`src/rtl/fixed_width_cmp_monitor.sv`:
```
// fixed_width_cmp_monitor: aligns paired fixed-point channels to a common exponent and tracks tolerance violations.
module fixed_width_cmp_monitor #(
  parameter int NCH = 2,
  parameter int WA = 25,
  parameter int EA = -16,
  parameter int WB = 18,
  parameter int EB = -10,
  parameter int TOL = 64,
  parameter int SETTLE = 4,
  parameter int CNT_W = 8,
  localparam int EC = (EA < EB) ? EA : EB,
  localparam int SA = EA - EC,
  localparam int SB = EB - EC,
  localparam int WC = ((WA + SA > WB + SB) ? WA + SA : WB + SB) + 1,
  localparam int CW = (NCH > 1) ? $clog2(NCH) : 1
) (
  input  logic               clk,
  input  logic               rst,
  input  logic               clear,
  input  logic               in_valid,
  input  logic [NCH*WA-1:0]  a_in,
  input  logic [NCH*WB-1:0]  b_in,
  output logic               armed,
  output logic [NCH-1:0]     mism,
  output logic               fail,
  output logic [CW-1:0]      fail_ch,
  output logic [CNT_W-1:0]   fail_idx,
  output logic [NCH*CNT_W-1:0] mism_cnt,
  output logic [WC-1:0]      max_dev
);
  localparam int SW = (SETTLE > 0) ? $clog2(SETTLE + 1) : 1;
  localparam logic [WC-1:0] TOLV = WC'(TOL);
  typedef enum logic [1:0] {S_SETTLE, S_ARMED, S_FAILED} state_t;
  state_t state_q, state_d;
  logic [SW-1:0] settle_q, settle_d;
  logic [CNT_W-1:0] idx_q, idx_d, fidx_q, fidx_d;
  logic [CNT_W-1:0] cnt_q [NCH];
  logic [CNT_W-1:0] cnt_d [NCH];
  logic [NCH-1:0] mism_q, mism_d, mis;
  logic [CW-1:0] fch_q, fch_d, fch;
  logic [WC-1:0] max_q, max_d, dmax;
  logic [WC-1:0] dev [NCH];
  logic chk;
  for (genvar i = 0; i < NCH; i++) begin : g_ch
    logic signed [WC-1:0] a_x, b_x;
    logic signed [WC:0] df;
    logic [WC:0] ad;
    assign a_x = WC'($signed(a_in[i*WA +: WA])) <<< SA;
    assign b_x = WC'($signed(b_in[i*WB +: WB])) <<< SB;
    assign df = (WC+1)'(a_x) - (WC+1)'(b_x);
    assign ad = df[WC] ? $unsigned(-df) : $unsigned(df);
    assign dev[i] = ad[WC] ? '1 : ad[WC-1:0];
    assign mis[i] = dev[i] > TOLV;
    assign mism_cnt[i*CNT_W +: CNT_W] = cnt_q[i];
  end
  // Iterating downward leaves the lowest mismatching channel in fch.
  always_comb begin
    dmax = '0;
    fch = '0;
    for (int j = NCH - 1; j >= 0; j--) begin
      if (dev[j] > dmax) dmax = dev[j];
      if (mis[j]) fch = CW'(j);
    end
  end
  assign chk = in_valid && !clear && state_q != S_SETTLE;
  always_ff @(posedge clk or negedge rst) begin
    if (!rst) state_q <= S_SETTLE;
    else state_q <= state_d;
  end
  always_comb begin
    state_d = state_q;
    if (clear) state_d = S_SETTLE;
    else if (state_q == S_SETTLE) begin
      if (SETTLE == 0 || (in_valid && settle_q == SW'(SETTLE - 1))) state_d = S_ARMED;
    end else if (state_q == S_ARMED && in_valid && |mis) state_d = S_FAILED;
  end
  always_comb begin
    armed = state_q != S_SETTLE;
    fail = state_q == S_FAILED;
  end
  always_comb begin
    settle_d = settle_q;
    idx_d = idx_q;
    mism_d = mism_q;
    fch_d = fch_q;
    fidx_d = fidx_q;
    max_d = max_q;
    cnt_d = cnt_q;
    if (clear) begin
      settle_d = '0;
      idx_d = '0;
      mism_d = '0;
      fch_d = '0;
      fidx_d = '0;
      max_d = '0;
      for (int j = 0; j < NCH; j++) cnt_d[j] = '0;
    end else if (in_valid && state_q == S_SETTLE) begin
      settle_d = settle_q + 1'b1;
    end else if (chk) begin
      mism_d = mis;
      idx_d = (idx_q == '1) ? idx_q : idx_q + 1'b1;
      max_d = (dmax > max_q) ? dmax : max_q;
      if (state_q == S_ARMED && |mis) begin
        fch_d = fch;
        fidx_d = idx_q;
      end
      for (int j = 0; j < NCH; j++) cnt_d[j] = (mis[j] && cnt_q[j] != '1) ? cnt_q[j] + 1'b1 : cnt_q[j];
    end
  end
  always_ff @(posedge clk or negedge rst) begin
    if (!rst) begin
      settle_q <= '0;
      idx_q <= '0;
      mism_q <= '0;
      fch_q <= '0;
      fidx_q <= '0;
      max_q <= '0;
      cnt_q <= '{default: '0};
    end else begin
      settle_q <= settle_d;
      idx_q <= idx_d;
      mism_q <= mism_d;
      fch_q <= fch_d;
      fidx_q <= fidx_d;
      max_q <= max_d;
      cnt_q <= cnt_d;
    end
  end
  assign mism = mism_q;
  assign fail_ch = fch_q;
  assign fail_idx = fidx_q;
  assign max_dev = max_q;
endmodule

```
`config.mk`:
```
export PLATFORM = sky130hd
export DESIGN_NAME = fixed_width_cmp_monitor
export DESIGN_NICKNAME = d
export VERILOG_FILES = /design/src/rtl/fixed_width_cmp_monitor.sv
export SDC_FILE = /design/constraint.sdc
export NUM_CORES = 1
export LEC_CHECK = 0
export CORE_MARGIN = 3
export CORE_UTILIZATION = 54
export CTS_BUF_LIST = sky130_fd_sc_hd__clkbuf_16
export DETAILED_ROUTE_END_ITERATION = 6
export PLACE_DENSITY = 0.8
export SYNTH_ARGS = -nofsm -noshare
export SYNTH_HDL_FRONTEND = slang
export SYNTH_SLANG_ARGS = --single-unit
```
`constraint.sdc`:
```
create_clock -name clk -period 7.7 [get_ports clk]
set_input_delay 1.155 -clock clk [delete_from_list [all_inputs] [get_ports clk]]
set_output_delay 1.155 -clock clk [all_outputs]
set_load 0.02 [all_outputs]
```
==> results of run 1 <==
cell families after synthesis:
logic type,Yosys count,share of synthesized area
compound gates,359,0.263
xor+xnor,74,0.0685
fa+ha+maj,99,0.131
buf+inv,159,0.0661
flops,66,0.172
mux,57,0.0601
simple gates,437,0.239
what timing repair did:
action / in CTS
pin swaps: 65
hold buffers: 0
cloned: 2
setup endpoints to repair: 26
buffers inserted: 29
resized for setup: 132
per-stage QoR:
stage	area, um2	cells	setup TNS [ns]
global placement	13600	1901	-13.45
CTS	14700	1947	0
detailed placement	13600	1901	-20.51
floorplan	9640	1251	0
metal layers:
metal | GRT overflow | track usage
met5 | 0 | 0.163
met4 | 19 | 0.665
met2 | 28 | 0.864
met3 | 1 | 0.438
met1 | 0 | 0.629
==> reports/qor.txt, run 1 <==
Portion of synthesized cell area occupied by the leading cell type = 0.172
Stage at which the run stopped = global routing (5_1_grt)
Total CTS buffers = 9
Deepest clock path buffer count = 2
Synthesis warning total = 0
Count of distinct cell types in the synthesized netlist = 92
Number of synthesized register bits = 66
Fraction of synthesis flops using an asynchronous set or reset pin = 1.00
Routability-driven placement congestion ratio = 0.997
Primary flip-flop cell chosen by synthesis mapping = dfrtp_1
End pin of the worst setup path after global-route repair = max_dev[1]$_DFFE_PN0P_/D
Rows = 48
Initial Utilization = 0.552
Buffers on Ports = 144
Leftover overflow at the end of global routing = 48
Total number of H-tree levels = 3
Cell area after synthesis = 9580 um2
Gate count after technology mapping = 1,251
Net count of the mapped netlist = 1,440
Area contributors post-synth = dfrtp_1 (17%), ha_1 (13%), mux2i_1 (5.5%), nor2_1 (4.7%), a21oi_1 (4.4%)
Detailed placer's ending HPWL = 27.2 mm
Post-Syn Area per Cell = 7.66 um2
Result of the run = did not finish
Clock root buffer master = clkbuf_16
Worst EP Category = register data pin
Overall track demand over capacity in global routing = 0.647
Share of synthesized area occupied by flip-flops and latches = 0.172
Width of the chip = 139 um
Post-placement setup slack = -0.875 ns
Die Y-Extent = 139 um
Clock sink total = 66
Top-level I/O count = 145
Commonest cells post-synth = nor2_1 (119), inv_1 (105), ha_1 (97), a21oi_1 (85), nand2_1 (74)
Library cell with the largest summed area after synthesis = dfrtp_1
Number of flops mapped to enable cells by yosys = 0
Dominant cell by count in the synthesized netlist = nor2_1
First error = [ERROR GRT-0232] Routing congestion too high. Check the congestion heatmap in the GUI.
Pin count of the biggest net entering global routing = 72
==> run 2, diff against run 1 <==
--- a/config.mk
+++ b/config.mk
@@ -6,10 +6,9 @@
 export NUM_CORES = 1
 export LEC_CHECK = 0
 export CORE_MARGIN = 3
-export CORE_UTILIZATION = 54
-export CTS_BUF_LIST = sky130_fd_sc_hd__clkbuf_16
+export CORE_UTILIZATION = 39
 export DETAILED_ROUTE_END_ITERATION = 6
-export PLACE_DENSITY = 0.8
+export PLACE_DENSITY_LB_ADDON = 0.15
 export SYNTH_ARGS = -nofsm -noshare
 export SYNTH_HDL_FRONTEND = slang
 export SYNTH_SLANG_ARGS = --single-unit
==> run 2 against run 1 <==
  * The flow now finishes without violations
  * Synthesized cell count is the same
  * Area after synthesis unchanged
==> reports/qor.txt, run 2 <==
Deepest clock path buffer count = 2 (unchanged)
Post-Syn Area per Cell = 7.66 um2 (unchanged)
MaxCap Viol Count = 0
Number of flops mapped to enable cells by yosys = 0 (unchanged)
Part of the cycle the worst path needs = 0.999
Most common cell after layout, fill and taps aside = buf_4
Static Leak = 6.79 nW
Number of setup violations in the final report = 0
Full die area = 26,500 um2
Buffers on Ports = 144 (unchanged)
Net count of the mapped netlist = 1,440 (unchanged)
Startpoint of the worst register-to-register path = max_dev[1]
Post-layout instance area = 15,100 um2
Number of flip-flops under the largest register name = 26
Total number of H-tree levels = 3 (unchanged)
Worst hold path startpoint = idx_q[6]
Result of the run = completed
Internal Pwr Total = 1.73 mW
First-pass GRT wire length = 52.0 mm
Worst Clk Skew = 0.00884 ns
Fraction of layout instances using a drive strength above 1 = 0.312
Setup TNS after final layout = 0 ns
Gate count after technology mapping = 1,251 (unchanged)
Number of standard cells in the final layout excluding fillers = 2,041
Transition at the pin with the smallest max-transition slack = 1.20 ns
Max Slew Vio Count = 0
Via density per instance = 5.41
Number of global-route vias before repair = 10,600
Commonest cells post-synth = nor2_1 (119), inv_1 (105), ha_1 (97), a21oi_1 (85), nand2_1 (74)
Worst min-delay path class = flop to flop
Number of cells traversed by the worst register-to-register path = 16
Diodes inserted = 0
Share of synthesized area occupied by flip-flops and latches = 0.172 (unchanged)
Total CTS buffers = 9 (unchanged)
Residual DRC count = 0
Top-level I/O count = 145 (unchanged)
Antenna violations before repair = 0
Library cell with the largest summed area after synthesis = dfrtp_1
Routability-driven placement congestion ratio = 0.951 (-4.6%)
Switching part of the total power = 0.400
Total Nets Final = 1,906
Detailed placer's ending HPWL = 25.6 mm (-5.7%)
Reg2Reg Capture Point = max_dev[9]
Clock latency at the later pin of the worst-skew pair = 0.34 ns
Worst hold path cell count = 1
Detailed-router iteration count before antenna repair = 7
Highest achievable clock rate = 130 MHz
Final hold violation count = 0
Capture endpoint of the worst hold path = idx_q[6]
Width of the chip = 163 um (+17%)
Power share of the sequential group = 0.123
WS Path Type = input port to flop
IR Drop Worst-Case VDD = 160 uV
Flop-to-flop setup slack = 4.76 ns
Number of synthesized register bits = 66 (unchanged)
Primary flip-flop cell chosen by synthesis mapping = dfrtp_1
Clock sink total = 66 (unchanged)
Layout fillers = 2,117
Worst slew slack as a fraction of its limit = 0.198
Proportion of power drawn by the clock network = 0.153
Worst Path Required = 7.89 ns
Total via count in the routed design = 11,000
Core ar. = 23,800 um2
Kind of start point of the critical path = input port
Layout area overhead = 57.7%
Post-route total power = 2.89 mW
Total area of multi-input combinational cells = 8100 um2
Rows = 56 (+17%)
Clock root buffer master = clkbuf_16
Slowest stage delay, CP = 0.45 ns
Cell area after synthesis = 9580 um2 (unchanged)
Number of buffers added to fix hold violations after cts = 0 (unchanged)
Post-route minimum period = 7.69 ns
DRT iter0 DRCs = 546
Net switching power = 1.16 mW
Setup repair after global routing missed its margin = yes
Die Y-Extent = 163 um (+17%)
Worst-path fanout max = 4
Most repeated library cell on the critical path = o21a_1
Fraction of synthesis flops using an asynchronous set or reset pin = 1.00 (unchanged)
Dominant cell by count in the synthesized netlist = nor2_1
Routed length per instance = 16.0 um
Clock transition at path regs = 0.05 ns
Synthesis warning total = 0 (unchanged)
Critical Path Slowest Stage Cell = clkdlybuf4s50_1
Signal arrival time at the worst endpoint = 7.88 ns
Area contributors post-synth = dfrtp_1 (17%), ha_1 (13%), mux2i_1 (5.5%), nor2_1 (4.7%), a21oi_1 (4.4%)
CTS tree = done
Overall track demand over capacity in global routing = 0.236
Initial Utilization = 0.402 (-0.150)
Number of placed instances, taps included = 1,993 (+4.8%)
Leading cell types in the layout, fill and taps excluded = buf_4 (354), clkdlybuf4s50_1 (134), nor2_1 (113), inv_1 (100), ha_1 (78)
Part of the power in combinational logic = 0.725
Total Routed Length = 32.7 mm
Element type at the critical path end = flop
Hold Slack = 0.537 ns
Standard cell area after detailed placement = 13,700 um2 (+0.75%)
Seq. cell area = 1650 um2
Portion of synthesized cell area occupied by the leading cell type = 0.172 (unchanged)
Count of distinct cell types in the synthesized netlist = 92 (unchanged)
Pin count of the biggest net entering global routing = 72
Leftover overflow at the end of global routing = 0
PwrDens = 191 nW/um2
Final antenna-violating net count = 0
run 2: critical path: cells and delay by family:
family	cells	cell delay, ns
AO/OA/AOI/OAI	17	3.20
XOR/XNOR	1	0.16
adder cells (fa/ha/maj)	3	0.76
buffers and inverters	7	1.23
multiplexers	2	0.38
AND/OR/NAND/NOR	9	1.01
run 2: metal layers:
layer | track usage | vias to the layer above | share of wire
li1 | - | 5567 | -
met1 | 0.295 | 5156 | 0.43
met2 | 0.430 | 255 | 0.51
met3 | 0.0300 | 59 | 0.037
met4 | 0.0573 | 0 | 0.026
met5 | 0 | - | 0
run 2: logic make-up after synthesis:
logic type	Yosys count	share of synthesized area
simple gates	437	0.239
compound gates	359	0.263
buf+inv	159	0.0661
fa+ha+maj	99	0.131
xor+xnor	74	0.0685
flops	66	0.172
mux	57	0.0601
run 2: stage by stage:
step / utilization / setup WS [ns]
global placement: 0.576 / -0.596
detailed placement: 0.576 / -0.737
finish: 0.634 / 0.00893
global route: 0.634 / -0.270
floorplan: - / 0.0247
CTS: 0.606 / 0.00419
run 2: what timing repair did:
item	in CTS	in global routing
cloned	1	1
setup buffers	16	18
resized for setup	61	120
endpoints found under the setup margin	26	26
pin swaps	38	69
endpoints found under the hold margin	0	0
run 2: final cells by class:
cell class | instances | share of cell area
multi-input cells | 1026 | 0.536
repair buffers | 509 | 0.281
flip-flops and latches | 66 | 0.109
well taps | 319 | 0.0264
inverters | 105 | 0.0261
clock buffers | 12 | 0.0163
clock inverters | 4 | 0.00489
run 2: power groups by stage:
stage,Combinational [mW],Clock [mW],Sequential (mW)
finish,2.09,0.441,0.354
global route,2.27,0.465,0.355
CTS,1.96,0.449,0.354
detailed placement,1.81,0,0.360
global placement,1.79,0,0.360
floorplan,0.974,0,0.362
run 2: how the worst max path moves through the flow:
| stage | end | slack (ns) | depth (start not counted) | startpoint |
|---|---|---|---|---|
| floorplan | max_dev[25] | 0.02 | 39 | a_in[6] |
| global placement | max_dev[20] | -0.60 | 34 | b_in[18] |
| detailed placement | max_dev[15] | -0.74 | 37 | b_in[0] |
| CTS | max_dev[23] | 0.004 | 37 | b_in[0] |
| global route | max_dev[12] | -0.27 | 39 | b_in[10] |
| finish | max_dev[9] | 0.009 | 39 | b_in[24] |
Power figures use the tool's default switching activity.
